[config.mk]
export PLATFORM = sky130hd
export DESIGN_NAME = d_cache_write_buffer_flat
export DESIGN_NICKNAME = d
export VERILOG_FILES = /design/src/rtl/d_cache_write_buffer_pkg.sv /design/src/rtl/d_cache_write_buffer_if.sv /design/src/rtl/d_cache_write_buffer_wb_line_store.sv /design/src/rtl/d_cache_write_buffer.sv /design/src/flat_wrapper.sv
export SDC_FILE = /design/constraint.sdc
export NUM_CORES = 1
export LEC_CHECK = 0
export CAP_MARGIN = 0
export CORE_MARGIN = 2
export CORE_UTILIZATION = 40
export CTS_CLUSTER_DIAMETER = 40
export DETAILED_ROUTE_END_ITERATION = 7
export PLACE_DENSITY_LB_ADDON = 0.08
export SKIP_LAST_GASP = 1
export SLEW_MARGIN = 5
export SYNTH_ARGS = -nofsm -noshare
export SYNTH_HDL_FRONTEND = slang
export SYNTH_HIERARCHICAL = 1
export SYNTH_SLANG_ARGS = --single-unit
[constraint.sdc]
create_clock -name clk -period 6.4 [get_ports clk]
set_input_delay 1.92 -clock clk [delete_from_list [all_inputs] [get_ports clk]]
set_output_delay 1.92 -clock clk [all_outputs]
set_load 0.03 [all_outputs]
[src/rtl/d_cache_write_buffer_pkg.sv]
// Shared widths, AXI ID and FSM state types for the d_cache write-back buffer.
// Latency: n/a (types and constants only).
// Backpressure: n/a.
`ifndef ADDR_WIDTH
`define ADDR_WIDTH 32
`endif
`ifndef DATA_WIDTH
`define DATA_WIDTH 32
`endif

package d_cache_write_buffer_pkg;
  localparam int ADDR_W = `ADDR_WIDTH;
  localparam int DATA_W = `DATA_WIDTH;

  // Every burst this block issues to memory carries ID 0.
  localparam logic [3:0] WB_AXI_ID = 4'd0;

  typedef enum logic [1:0] {F_IDLE, F_DATA, F_RESP} fill_state_t;
  typedef enum logic [1:0] {D_IDLE, D_ADDR, D_DATA, D_RESP} drain_state_t;
endpackage

[src/rtl/d_cache_write_buffer_if.sv]
// One AXI port (AW, W, B, AR) as seen between the cache, this buffer and memory.
// Latency: n/a (wires only).
// Backpressure: plain valid/ready on every channel.
interface d_cache_write_buffer_if;
  import d_cache_write_buffer_pkg::*;

  logic              awvalid;
  logic              awready;
  logic [ADDR_W-1:0] awaddr;
  logic [7:0]        awlen;
  logic [3:0]        awid;
  logic              wvalid;
  logic              wready;
  logic [DATA_W-1:0] wdata;
  logic              wlast;
  logic [3:0]        wid;
  logic              bvalid;
  logic              bready;
  logic              arvalid;
  logic              arready;
  logic [ADDR_W-1:0] araddr;
  logic [7:0]        arlen;
  logic [3:0]        arid;

  modport master (
    output awvalid, awaddr, awlen, awid, wvalid, wdata, wlast, wid, bready,
           arvalid, araddr, arlen, arid,
    input  awready, wready, bvalid, arready
  );

  modport slave (
    input  awvalid, awaddr, awlen, awid, wvalid, wdata, wlast, wid, bready,
           arvalid, araddr, arlen, arid,
    output awready, wready, bvalid, arready
  );
endinterface

[src/rtl/d_cache_write_buffer_wb_line_store.sv]
// Word storage for all buffered lines, indexed by {entry, beat}.
// Latency: write lands on the next edge; read is combinational.
// Backpressure: none, the FSMs in the parent decide when to write and read.
module d_cache_write_buffer_wb_line_store
  import d_cache_write_buffer_pkg::*;
#(
  parameter int IDX_W = 3
) (
  input  logic              clk,
  input  logic              we,
  input  logic [IDX_W-1:0]  waddr,
  input  logic [DATA_W-1:0] wdata,
  input  logic [IDX_W-1:0]  raddr,
  output logic [DATA_W-1:0] rdata
);
  logic [DATA_W-1:0] mem_q [1 << IDX_W];

  // Single write port, fed by the fill FSM.
  always_ff @(posedge clk) begin
    if (we) mem_q[waddr] <= wdata;
  end

  assign rdata = mem_q[raddr];
endmodule

[src/rtl/d_cache_write_buffer.sv]
// Posted write-back buffer: captures cache flush bursts, drains them to memory in order, holds hazarding reads.
// Latency: cache B one cycle after the last W beat; reads with no hazard pass through combinationally.
// Backpressure: c_awready low when all entries are full; AR held while its line is buffered; memory stalls drain only.
module d_cache_write_buffer
  import d_cache_write_buffer_pkg::*;
#(
  parameter int BLOCK_OFFSET_WIDTH = 2,
  parameter int DEPTH              = 2
) (
  input  logic                    clk,
  input  logic                    rst_n,
  d_cache_write_buffer_if.slave   c_if,
  d_cache_write_buffer_if.master  m_if
);
  localparam int LINE_SIZE = 1 << BLOCK_OFFSET_WIDTH;
  localparam int PTR_W     = (DEPTH > 1) ? $clog2(DEPTH) : 1;
  localparam int CNT_W     = $clog2(DEPTH + 1);
  localparam int LA_LSB    = BLOCK_OFFSET_WIDTH + 2;
  localparam int LA_W      = ADDR_W - LA_LSB;
  localparam int IDX_W     = PTR_W + BLOCK_OFFSET_WIDTH;
  localparam logic [BLOCK_OFFSET_WIDTH-1:0] LAST_BEAT = BLOCK_OFFSET_WIDTH'(LINE_SIZE - 1);

  fill_state_t                   fill_state_q, fill_state_d;
  drain_state_t                  drain_state_q, drain_state_d;
  logic [BLOCK_OFFSET_WIDTH-1:0] fbeat_q, fbeat_d, dbeat_q, dbeat_d;
  logic [PTR_W-1:0]              wr_ptr_q, wr_ptr_d, rd_ptr_q, rd_ptr_d;
  logic [CNT_W-1:0]              count_q, count_d;
  logic [DEPTH-1:0]              valid_q, valid_d;
  logic [LA_W-1:0]               line_addr_q [DEPTH];
  logic [LA_W-1:0]               line_addr_d [DEPTH];
  logic                          active_q, active_d;
  logic                          fill_done, drain_done, st_we, aw_ok, ar_hit;
  logic [LA_W-1:0]               ar_line;
  logic [DATA_W-1:0]             rd_word;
  logic                          unused_sigs;

  function automatic logic [PTR_W-1:0] ptr_inc(input logic [PTR_W-1:0] p);
    if (p == PTR_W'(DEPTH - 1)) return '0;
    return p + 1'b1;
  endfunction

  d_cache_write_buffer_wb_line_store #(.IDX_W(IDX_W)) u_store (
    .clk   (clk),
    .we    (st_we),
    .waddr ({wr_ptr_q, fbeat_q}),
    .wdata (c_if.wdata),
    .raddr ({rd_ptr_q, dbeat_q}),
    .rdata (rd_word)
  );

  // Fill FSM: accept one flush burst from the cache into entry[wr_ptr], then answer B.
  always_comb begin
    fill_state_d = fill_state_q;
    fbeat_d      = fbeat_q;
    wr_ptr_d     = wr_ptr_q;
    fill_done    = 1'b0;
    st_we        = 1'b0;
    aw_ok        = 1'b0;
    c_if.awready = 1'b0;
    c_if.wready  = 1'b0;
    c_if.bvalid  = 1'b0;
    for (int i = 0; i < DEPTH; i++) line_addr_d[i] = line_addr_q[i];
    case (fill_state_q)
      F_IDLE: begin
        // Registered count only: an entry freed this cycle is usable next cycle.
        aw_ok        = active_q && (count_q < CNT_W'(DEPTH));
        c_if.awready = aw_ok;
        if (c_if.awvalid && aw_ok) begin
          line_addr_d[wr_ptr_q] = c_if.awaddr[ADDR_W-1:LA_LSB];
          fbeat_d               = '0;
          fill_state_d          = F_DATA;
        end
      end
      F_DATA: begin
        c_if.wready = 1'b1;
        if (c_if.wvalid) begin
          st_we   = 1'b1;
          fbeat_d = fbeat_q + 1'b1;
          if (c_if.wlast || fbeat_q == LAST_BEAT) begin
            fill_done    = 1'b1;
            wr_ptr_d     = ptr_inc(wr_ptr_q);
            fill_state_d = F_RESP;
          end
        end
      end
      F_RESP: begin
        c_if.bvalid = 1'b1;
        if (c_if.bready) fill_state_d = F_IDLE;
      end
      default: fill_state_d = F_IDLE;
    endcase
  end

  // Drain FSM: send entry[rd_ptr] to memory as one AW, LINE_SIZE W beats, then wait for B.
  always_comb begin
    drain_state_d = drain_state_q;
    dbeat_d       = dbeat_q;
    rd_ptr_d      = rd_ptr_q;
    drain_done    = 1'b0;
    m_if.awvalid  = 1'b0;
    m_if.wvalid   = 1'b0;
    m_if.bready   = 1'b0;
    case (drain_state_q)
      D_IDLE: begin
        if (valid_q[rd_ptr_q]) begin
          dbeat_d       = '0;
          drain_state_d = D_ADDR;
        end
      end
      D_ADDR: begin
        m_if.awvalid = 1'b1;
        if (m_if.awready) drain_state_d = D_DATA;
      end
      D_DATA: begin
        m_if.wvalid = 1'b1;
        if (m_if.wready) begin
          if (dbeat_q == LAST_BEAT) drain_state_d = D_RESP;
          else                      dbeat_d       = dbeat_q + 1'b1;
        end
      end
      D_RESP: begin
        m_if.bready = 1'b1;
        if (m_if.bvalid) begin
          drain_done    = 1'b1;
          rd_ptr_d      = ptr_inc(rd_ptr_q);
          drain_state_d = D_IDLE;
        end
      end
      default: drain_state_d = D_IDLE;
    endcase
  end

  // Entry valid bits and occupancy; fill and drain never target the same entry.
  always_comb begin
    valid_d  = valid_q;
    active_d = 1'b1;
    if (drain_done) valid_d[rd_ptr_q] = 1'b0;
    if (fill_done)  valid_d[wr_ptr_q] = 1'b1;
    count_d = count_q + CNT_W'(fill_done) - CNT_W'(drain_done);
  end

  // Read hazard: a read to any buffered line waits until that line has reached memory.
  // The entry in F_RESP is already valid, so only the F_DATA entry needs its own term.
  always_comb begin
    ar_line = c_if.araddr[ADDR_W-1:LA_LSB];
    ar_hit  = 1'b0;
    for (int i = 0; i < DEPTH; i++) begin
      if (valid_q[i] && line_addr_q[i] == ar_line) ar_hit = 1'b1;
    end
    if (fill_state_q == F_DATA && line_addr_q[wr_ptr_q] == ar_line) ar_hit = 1'b1;
  end

  assign m_if.arvalid = active_q & c_if.arvalid & ~ar_hit;
  assign c_if.arready = active_q & m_if.arready & ~ar_hit;
  assign m_if.araddr  = c_if.araddr;
  assign m_if.arlen   = c_if.arlen;
  assign m_if.arid    = c_if.arid;

  assign m_if.awaddr = {line_addr_q[rd_ptr_q], {LA_LSB{1'b0}}};
  assign m_if.awlen  = 8'(LINE_SIZE);
  assign m_if.awid   = WB_AXI_ID;
  assign m_if.wid    = WB_AXI_ID;
  assign m_if.wdata  = rd_word;
  assign m_if.wlast  = (drain_state_q == D_DATA) && (dbeat_q == LAST_BEAT);

  // Burst length/ID from the cache are fixed by the line geometry and ignored here.
  assign unused_sigs = ^{c_if.awlen, c_if.awid, c_if.wid, c_if.awaddr[LA_LSB-1:0]};

  // State registers; reset abandons any burst in flight on either side.
  always_ff @(posedge clk or negedge rst_n) begin
    if (!rst_n) begin
      fill_state_q  <= F_IDLE;
      drain_state_q <= D_IDLE;
      fbeat_q       <= '0;
      dbeat_q       <= '0;
      wr_ptr_q      <= '0;
      rd_ptr_q      <= '0;
      count_q       <= '0;
      valid_q       <= '0;
      active_q      <= 1'b0;
      for (int i = 0; i < DEPTH; i++) line_addr_q[i] <= '0;
    end else begin
      fill_state_q  <= fill_state_d;
      drain_state_q <= drain_state_d;
      fbeat_q       <= fbeat_d;
      dbeat_q       <= dbeat_d;
      wr_ptr_q      <= wr_ptr_d;
      rd_ptr_q      <= rd_ptr_d;
      count_q       <= count_d;
      valid_q       <= valid_d;
      active_q      <= active_d;
      for (int i = 0; i < DEPTH; i++) line_addr_q[i] <= line_addr_d[i];
    end
  end
endmodule

[src/flat_wrapper.sv]
// flat-port wrapper written by rule: the top's interface ports become plain ports
module d_cache_write_buffer_flat import d_cache_write_buffer_pkg::*;
#(
  parameter int BLOCK_OFFSET_WIDTH = 2,
  parameter int DEPTH              = 2
)
  (clk, rst_n, c_if_awvalid, c_if_awaddr, c_if_awlen, c_if_awid, c_if_wvalid, c_if_wdata, c_if_wlast, c_if_wid, c_if_bready, c_if_arvalid, c_if_araddr, c_if_arlen, c_if_arid, c_if_awready, c_if_wready, c_if_bvalid, c_if_arready, m_if_awvalid, m_if_awaddr, m_if_awlen, m_if_awid, m_if_wvalid, m_if_wdata, m_if_wlast, m_if_wid, m_if_bready, m_if_arvalid, m_if_araddr, m_if_arlen, m_if_arid, m_if_awready, m_if_wready, m_if_bvalid, m_if_arready);
  d_cache_write_buffer_if c_if_i ();
  d_cache_write_buffer_if m_if_i ();
  input  logic clk;
  input  logic rst_n;
  input wire logic [$bits(c_if_i.awvalid)-1:0] c_if_awvalid;
  input wire logic [$bits(c_if_i.awaddr)-1:0] c_if_awaddr;
  input wire logic [$bits(c_if_i.awlen)-1:0] c_if_awlen;
  input wire logic [$bits(c_if_i.awid)-1:0] c_if_awid;
  input wire logic [$bits(c_if_i.wvalid)-1:0] c_if_wvalid;
  input wire logic [$bits(c_if_i.wdata)-1:0] c_if_wdata;
  input wire logic [$bits(c_if_i.wlast)-1:0] c_if_wlast;
  input wire logic [$bits(c_if_i.wid)-1:0] c_if_wid;
  input wire logic [$bits(c_if_i.bready)-1:0] c_if_bready;
  input wire logic [$bits(c_if_i.arvalid)-1:0] c_if_arvalid;
  input wire logic [$bits(c_if_i.araddr)-1:0] c_if_araddr;
  input wire logic [$bits(c_if_i.arlen)-1:0] c_if_arlen;
  input wire logic [$bits(c_if_i.arid)-1:0] c_if_arid;
  output wire logic [$bits(c_if_i.awready)-1:0] c_if_awready;
  output wire logic [$bits(c_if_i.wready)-1:0] c_if_wready;
  output wire logic [$bits(c_if_i.bvalid)-1:0] c_if_bvalid;
  output wire logic [$bits(c_if_i.arready)-1:0] c_if_arready;
  output wire logic [$bits(m_if_i.awvalid)-1:0] m_if_awvalid;
  output wire logic [$bits(m_if_i.awaddr)-1:0] m_if_awaddr;
  output wire logic [$bits(m_if_i.awlen)-1:0] m_if_awlen;
  output wire logic [$bits(m_if_i.awid)-1:0] m_if_awid;
  output wire logic [$bits(m_if_i.wvalid)-1:0] m_if_wvalid;
  output wire logic [$bits(m_if_i.wdata)-1:0] m_if_wdata;
  output wire logic [$bits(m_if_i.wlast)-1:0] m_if_wlast;
  output wire logic [$bits(m_if_i.wid)-1:0] m_if_wid;
  output wire logic [$bits(m_if_i.bready)-1:0] m_if_bready;
  output wire logic [$bits(m_if_i.arvalid)-1:0] m_if_arvalid;
  output wire logic [$bits(m_if_i.araddr)-1:0] m_if_araddr;
  output wire logic [$bits(m_if_i.arlen)-1:0] m_if_arlen;
  output wire logic [$bits(m_if_i.arid)-1:0] m_if_arid;
  input wire logic [$bits(m_if_i.awready)-1:0] m_if_awready;
  input wire logic [$bits(m_if_i.wready)-1:0] m_if_wready;
  input wire logic [$bits(m_if_i.bvalid)-1:0] m_if_bvalid;
  input wire logic [$bits(m_if_i.arready)-1:0] m_if_arready;
  assign c_if_i.awvalid = c_if_awvalid;
  assign c_if_i.awaddr = c_if_awaddr;
  assign c_if_i.awlen = c_if_awlen;
  assign c_if_i.awid = c_if_awid;
  assign c_if_i.wvalid = c_if_wvalid;
  assign c_if_i.wdata = c_if_wdata;
  assign c_if_i.wlast = c_if_wlast;
  assign c_if_i.wid = c_if_wid;
  assign c_if_i.bready = c_if_bready;
  assign c_if_i.arvalid = c_if_arvalid;
  assign c_if_i.araddr = c_if_araddr;
  assign c_if_i.arlen = c_if_arlen;
  assign c_if_i.arid = c_if_arid;
  assign c_if_awready = c_if_i.awready;
  assign c_if_wready = c_if_i.wready;
  assign c_if_bvalid = c_if_i.bvalid;
  assign c_if_arready = c_if_i.arready;
  assign m_if_awvalid = m_if_i.awvalid;
  assign m_if_awaddr = m_if_i.awaddr;
  assign m_if_awlen = m_if_i.awlen;
  assign m_if_awid = m_if_i.awid;
  assign m_if_wvalid = m_if_i.wvalid;
  assign m_if_wdata = m_if_i.wdata;
  assign m_if_wlast = m_if_i.wlast;
  assign m_if_wid = m_if_i.wid;
  assign m_if_bready = m_if_i.bready;
  assign m_if_arvalid = m_if_i.arvalid;
  assign m_if_araddr = m_if_i.araddr;
  assign m_if_arlen = m_if_i.arlen;
  assign m_if_arid = m_if_i.arid;
  assign m_if_i.awready = m_if_awready;
  assign m_if_i.wready = m_if_wready;
  assign m_if_i.bvalid = m_if_bvalid;
  assign m_if_i.arready = m_if_arready;
  d_cache_write_buffer #(.BLOCK_OFFSET_WIDTH(BLOCK_OFFSET_WIDTH), .DEPTH(DEPTH)) u_core (.clk(clk), .rst_n(rst_n), .c_if(c_if_i), .m_if(m_if_i));
endmodule
==> impl.org, run 1 <==
** Run status
- Outcome :: completed

** Setup path
- Cell family with the largest share of critical-path delay :: buffers and inverters
- In this run the worst path has a maximum fanout of 3.
- Crit path required time :: about 4.5 ns
- Worst path slowest cell :: clkdlybuf4s50_1
- Worst EP arrival :: 4.08 ns
- STA classifies the critical path endpoint as a primary output.
- Cell occurring most often along the worst timing path :: buf_4
- For this run, the slowest stage of the critical path takes 0.50 ns.
- The number of buffers and inverters on the critical path is 4.
- STA classifies the critical path startpoint as an input pin.
- Type of the worst setup path :: input pin to primary output
- The critical path goes through clkdlybuf4s50_1 > xnor2_1 > nand4_1 > nor4_1 > buf_4 > mux2i_1 > o311ai_1 > buf_4 > nor2_1 > dlymetal6s2s_1.

** STA
- Crit share post-route :: 93.7%
- For the pin with the worst max-slew slack, the measured transition is 1.09 ns.
- Setup violations remaining at the end of the flow were counted as 0.
- The clock arrives with about 0.0088 ns of skew.
- The count of endpoints failing hold in the final timing report is 0.
- Worst slew slack as a fraction of its limit :: 27.3%
- Peak Freq :: 167 MHz
- Count of pins over their slew limit :: 0
- Post-Route Setup TNS :: 0 ns
- Unrepaired setup endpoints after global routing :: false
- After layout, the minimum clock period comes to 6.00 ns.

** Yosys
- Synth Flop Type :: edfxtp_1
- Synth async-reset ratio :: a little over a fifth
- In the post-synthesis netlist, the biggest area contributors are edfxtp_1 53%, dfrtp_1 12%, mux4_1 7.3%.
- Yosys mapped a number of flops with a built-in enable equal to 256.
- The most common cell in the synthesized netlist is edfxtp_1.
- Seq cells post-synth :: 327
- During synthesis, Yosys emitted a total of 6 warnings.
- Post-synthesis cell count :: between 700 and 800
- The commonest cells after synthesis are 256 x edfxtp_1, 84 x mux2_1, 71 x dfrtp_1.
- Average footprint of a synthesized cell :: 18.2 µm²
- Total standard cell area after synthesis :: ~0.014 mm²
- Summed over all instances, the cell type with the most area after synthesis is edfxtp_1.
- Share of the yosys chip area belonging to registers :: 65.5%
- Synthesis instantiated 37 different standard cells from the library.
- Area share of the leading cell type in the synthesized netlist :: around 53%

** Route
- Total routed wirelength :: 31200 µm
- Wire per inst :: 20.9 µm
- Number of vias per cell after detailed routing :: between 5 and 6
- In the routed design, unresolved DRC markers number 0.
- The first detailed-routing pass took 4 iterations.
- The count of nets left with antenna violations once routing finished came out at 0.
- The final route contains 7499 vias.
- In this run, the number of DRC markers left after iteration 0 of detailed routing was just under 300.

** Clock network
- H-tree Lvls :: 2
- Inserted Clock Buffers :: 48
- Hold buffer count at cts :: 0
- After clock tree synthesis, the clock-pin slew on the worst setup and hold paths is ~0.05 ns.
- Buffer count from post-CTS setup fixing :: 0
- Latest clock arrival within the worst-skew pair :: ~0.54 ns
- Number of clock sinks seen by CTS :: 327
- TritonCTS clock tree :: done
- No sink is reached through more buffers than the 3 on the longest clock path.
- Library cell used as clock root buffer :: clkbuf_16

** Power
- Areal power density over the cells :: 462 mW/mm²
- Peak supply drop :: 0.000263 V
- For this design the static power due to leakage is roughly 6.5 nW.

** Flow run
- Max-cap viol count :: 0

** Global routing
- For this run, the total global-route usage over all layers was measured as 16.7%.
- Vias in the first global route :: 8106
- Number of antenna violations at the first check in global routing :: 4
- Remaining Overflow, GRT :: 0
- Entering global routing, the biggest net connects 72 pins.
- Wire length of the first global-routing pass :: 47800 µm

** Floorplanning
- # rows :: 69
- For this configuration, the core starts out at a cell density of 40.7%.
- Pin placement for this block handled 268 I/O pins.
- Total die area :: 0.0377 mm²
- After floorplanning, the core was sized to cover 0.0356 mm².
- Vert. Die Dim :: 194 µm
- The die is about 190 µm wide.

** Min path
- The min-delay analysis places its worst path in the category register to register.

** Placement
- Half-perimeter wire length of the detailed placement result :: roughly 19000 µm
- In this run, placement finished with an instance count of ~1400.
- At the end of routability-driven placement, the weighted congestion stood at 0.700.
- Buffers on Ports :: 195

** Final layout
- Cells with a size suffix above 1 make up 17.9% of the layout.
- Compared with the post-synthesis result, the final layout area differs by 26.4%.
- The net count of the finished layout is 1138.
- Final instance count without filler cells :: 1495
-- through the flow --
stage,util [%],area (µm²),setup slack [ns],total power [mW],hold WS [ns]
after global placement,46.9,16700,0.0671,5.97,0.466
after detailed placement,46.9,16700,0.0343,5.97,0.471
after CTS,51.4,18300,0.00921,8.57,0.483
final,51.4,18300,0.404,8.44,0.479
after floorplan,-,14500,1.38,4.97,0.456
after global routing,51.4,18300,0.196,8.87,0.497
-- per-layer routing --
layer / vias to the layer above / wire length [µm] / share of wire (%) / track usage [%]
met5: - / 25 / 0.080 / 0
met4: 4 / 680 / 2.2 / 4.91
met3: 51 / 2040 / 6.5 / 5.13
met2: 215 / 14900 / 48 / 27.2
met1: 3787 / 13500 / 43 / 21.5
li1: 3442 / - / - / -
-- kinds of logic (layout without fill, tap and decap cells) --
group                      count (synthesis)  after routing  share of synthesized area, %
DFF                                      327            327                          65.5
muxes                                    196            196                          21.2
buffers and inverters                    107            325                          4.95
xor gates and xnor gates                  73             73                          4.42
and+or+nand+nor                           65             65                          2.51
AOI/OAI and AO/OA                         18             18                         0.762
adders and majority gates                  8              8                         0.692
other                                      2             22                        0.0519
-- final timing paths --
path / depth (start not counted) / end / slack (ns) / start
worst max-delay path: 10 / c_if_arready / 0.40 / c_if_araddr[28]
worst min-delay path: 1 / u_core/count_q[0]$_DFF_PN0_ / 0.48 / u_core/count_q[0]$_DFF_PN0_
worst max register to register: 4 / u_core/u_store/mem_q[5][4]$_DFFE_PP_ / 3.51 / u_core/wr_ptr_q$_DFFE_PN0P_
worst min register to register: 1 / u_core/count_q[0]$_DFF_PN0_ / 0.48 / u_core/count_q[0]$_DFF_PN0_
max in group asynchronous: 1 / u_core/rd_ptr_q$_DFFE_PN0P_ / 4.16 / rst_n
min in group asynchronous: 1 / u_core/line_addr_q[17]$_DFFE_PN0P_ / 1.54 / rst_n
-- layout make-up --
cell class	instances	area, µm²
diodes	1	2.50
well taps	461	577
repair buffers	222	2170
fillers	2988	17300
flip-flops and latches	327	9470
multi-input cells	381	4410
clock inverters	37	359
clock buffers	51	1230
inverters	15	56.3
-- sequential cells by signal, indices dropped and copies added (netlist names), 2 cells and up --
name / cells
u_core/fbeat_q: 2
u_core/line_addr_q: 56
u_core/count_q: 2
u_core/u_store/mem_q: 256
u_core/fill_state_q: 2
u_core/valid_q: 2
u_core/drain_state_q: 2
u_core/dbeat_q: 2
-- layout by cell type (no fill, tap or decap), types with 6 or more instances in the layout --
cell / count
xor2_1: 6
clkinv_2: 8
mux4_2: 24
buf_4: 27
mux2_2: 33
clkinv_4: 6
nand4_1: 11
o21ai_1: 7
dfrtp_1: 68
inv_6: 9
inv_1: 11
mux4_1: 40
mux2_1: 84
xnor2_1: 67
clkdlybuf4s50_1: 192
clkbuf_16: 49
nor2_4: 6
conb_1: 21
nand2_1: 17
edfxtp_1: 256
ha_1: 8
nor4_1: 7
mux2i_1: 15
-- power breakdown --
part	switching, mW	internal (mW)
logic	1.46	1.45
registers	0.378	2.60
clock network	0.963	1.58
total	2.80	5.64
-- what timing repair did --
action                                  CTS  global route
endpoints found under the setup margin    0             2
endpoints found under the hold margin     0             0
resized for setup                         0             2
Note: power is estimated with default switching activity, not from simulation.
==> run 2, diff against run 1 <==
Settings changed: SKIP_CTS_REPAIR_TIMING set to 1.
==> results of run 2 <==
The final DEF is identical to that of run 1; final timing and power are the same.
==> run 3, diff against run 2 <==
Settings changed: CORE_MARGIN 2 to 4, TNS_END_PERCENT set to 5.
==> run 3 against run 2 <==
Net effect: first-iteration DRC count shrank 21%; final cell count is 0.27% lower; highest routed layer unchanged; worst setup slack lost 0.31 ns.
==> impl.org, run 3 (synthesis gave the netlist of run 1 again) <==
** Global routing
- Number of antenna violations at the first check in global routing :: 2
- Remaining Overflow, GRT :: 0
- The first global-routing pass estimated 49100 µm of wire.
- All-Layer GR Usage :: 16.4%
- Largest net degree at the start of global routing :: 72
- The via count of the first global-routing pass is 8202.

** Placement
- Half-perimeter wire length of the detailed placement result :: 19900 µm
- At the end of routability-driven placement, the weighted congestion stood at 0.729.
- Buffers on Ports :: slightly below 200

** Min path
- Hold WC Path Type :: register to register
- Start point of the worst min-delay path :: u_core/count_q[0]$_DFF_PN0_
- Counting instances, the worst hold path has a depth of 1.

** Power
- Cell internal power was estimated by the tool at 5.64 mW.
- Of the total power, the share spent switching nets is 33.2%.
- VDD sags by at most around 0.00027 V.
- For this design the total switching power over the nets is between 2 and 3 mW.
- Share of total power in combinational logic :: about a third
- Areal power density over the cells :: 462 mW/mm²
- In this run the static leakage power is 6.49 nW.
- Sequential cells account for a little over a third of the total power.
- Clock Power Share :: 30.0%

** Floorplanning
- 268 I/O pins were placed.
- For this configuration, the core starts out at a cell density of 40.6%.
- From left edge to right edge, the die measures 198 µm.
- The die is 198 µm tall.
- The die covers 0.0393 mm².
- After floorplanning, the core was sized to cover between 0.03 and 0.04 mm².
- # rows :: 69

** Route
- The first routing iteration left 232 violations.
- Number of optimization iterations in the first detailed-route pass :: 4
- In the routed layout, each cell is associated on average with a via count of 5.02.
- Wires add up to 32200 µm.
- Remaining antenna violation count :: 0
- In the routed design, unresolved DRC markers number 0.
- In the final routed layout, each cell accounts on average for ~22 µm.
- Via total after detailed routing :: 7492

** Final layout
- The number of antenna diodes in the final layout is 0.
- From synthesis to final layout, the design area changed by 26.3%.
- The register with the most flip-flops in the final layout is u_core/u_store/mem_q.
- The register with the most flip-flops in the layout has 256 of them.
- The post-route netlist has 17.3% of its cells at a drive strength greater than 1.
- The library cells used most frequently in the layout, excluding fill and tap cells, are 256 x edfxtp_1, 193 x clkdlybuf4s50_1, 84 x mux2_1, 68 x dfrtp_1, 67 x xnor2_1.
- In the final layout, the registers with the most flip-flops are u_core/u_store/mem_q x256, u_core/line_addr_q x56.
- Number of nets in the finished design :: 1139
- The library cell used most frequently in the layout, excluding fill and tap cells, is edfxtp_1.

** STA
- The clock period could shrink to 6.31 ns.
- Hold Vio Cnt, Final :: 0
- Count of pins over their slew limit :: 0
- The worst pin sits at a relative slew slack of 35.2%.
- Crit share post-route :: 98.6%
- At the pin with the least slew margin, the transition time is 0.970 ns.
- Setup violations remaining at the end of the flow were counted as 0.
- Across all hold checks on the routed design, the worst slack comes to 0.476 ns.
- Timing would allow up to 158 MHz.
- Between clock sinks in the finished design, the worst skew comes to 0.0190 ns.
- Unrepaired setup endpoints after global routing :: true
- Setup total negative slack on the finished layout was measured at 0 ns.

** Setup path
- Worst path slowest cell :: clkdlybuf4s50_1
- Data arrives at the worst endpoint at 4.39 ns.
- Cells traversed along the worst timing path :: clkdlybuf4s50_1 > xnor2_1 > nand4_1 > nor4_1 > buf_4 > mux2i_1 > o311ai_1 > buf_4 > nor2_1 > clkdlybuf4s50_1
- In this design, the stage delay of the slowest critical-path cell is 0.58 ns.
- The worst setup path is of the input pin to primary output kind.
- At the worst endpoint, the required time is 4.48 ns.
- STA classifies the critical path endpoint as a primary output.
- Start point of the critical path :: c_if_araddr[28]
- The worst register-to-register path begins at u_core/wr_ptr_q$_DFFE_PN0P_.
- STA classifies the critical path startpoint as an input pin.
- Max Fanout on Critical Path :: 3
- Worst R2R Path Depth :: 4

** Clock network
- Library cell used as clock root buffer :: clkbuf_16
- TritonCTS clock tree :: done
- Register clock-pin slew on the reported worst setup and hold paths :: 0.04 ns
- Inserted Clock Buffers :: 48
- The clock drives 327 sinks.
- Maximum clock path buffer count :: 3
- Latest clock arrival within the worst-skew pair :: 0.55 ns
- H-tree Lvls :: 2

** Run status
- The flow ran to the end, and the final reports show no timing, DRC or antenna violations.

** Flow run
- Max-cap viol count :: 0
## run 3: worst paths after layout
check,to,slack [ns]
min in group asynchronous,u_core/line_addr_q[17]$_DFFE_PN0P_,1.58
max in group asynchronous,u_core/rd_ptr_q$_DFFE_PN0P_,4.11
worst min-delay path,u_core/count_q[0]$_DFF_PN0_,0.48
worst max-delay path,m_if_arvalid,0.09
worst min register to register,u_core/count_q[0]$_DFF_PN0_,0.48
worst max register to register,u_core/u_store/mem_q[5][11]$_DFFE_PP_,3.53
## run 3: final cells by class
cell class / count / area [µm²]
clock buffers: 52 / 1220
clock inverters: 32 / 343
fillers: 3030 / 17400
inverters: 15 / 56.3
multi-input cells: 381 / 4410
flip-flops and latches: 327 / 9470
well taps: 461 / 577
repair buffers: 223 / 2180
## run 3: per-stage QoR
stage          cells  setup WS [ns]  instance area (µm²)  util (%)  total power [mW]
4_1_cts         1491         0.0514                18300      51.2              8.58
2_1_floorplan    815           1.38                14500         -              4.97
3_3_place_gp    1407         0.0891                16700      46.8              5.99
5_1_grt         1491        -0.0475                18300      51.2              8.88
6_report        1491         0.0895                18300      51.2              8.44
3_5_place_dp    1407         0.0802                16700      46.8              5.99
## run 3: worst max-delay path: cells and delay by family
family / cells / cell delay, ns
simple gates: 3 / 0.43
compound gates: 1 / 0.31
xor+xnor: 1 / 0.16
mux: 1 / 0.06
buf+inv: 4 / 1.49
## run 3: power groups by stage
stage / Clock (mW) / Combinational [mW] / Sequential [mW]
floorplan: 0 / 2.15 / 2.82
global placement: 0 / 2.97 / 3.02
detailed placement: 0 / 2.96 / 3.03
CTS: 2.60 / 2.99 / 2.99
global route: 2.70 / 3.14 / 3.04
finish: 2.53 / 2.93 / 2.98
## run 3: layer usage
layer,GRT usage [%],routed length (µm)
met1,20.8,13500
met2,27.7,15900
met3,5.17,2220
met4,3.80,580
met5,0,27
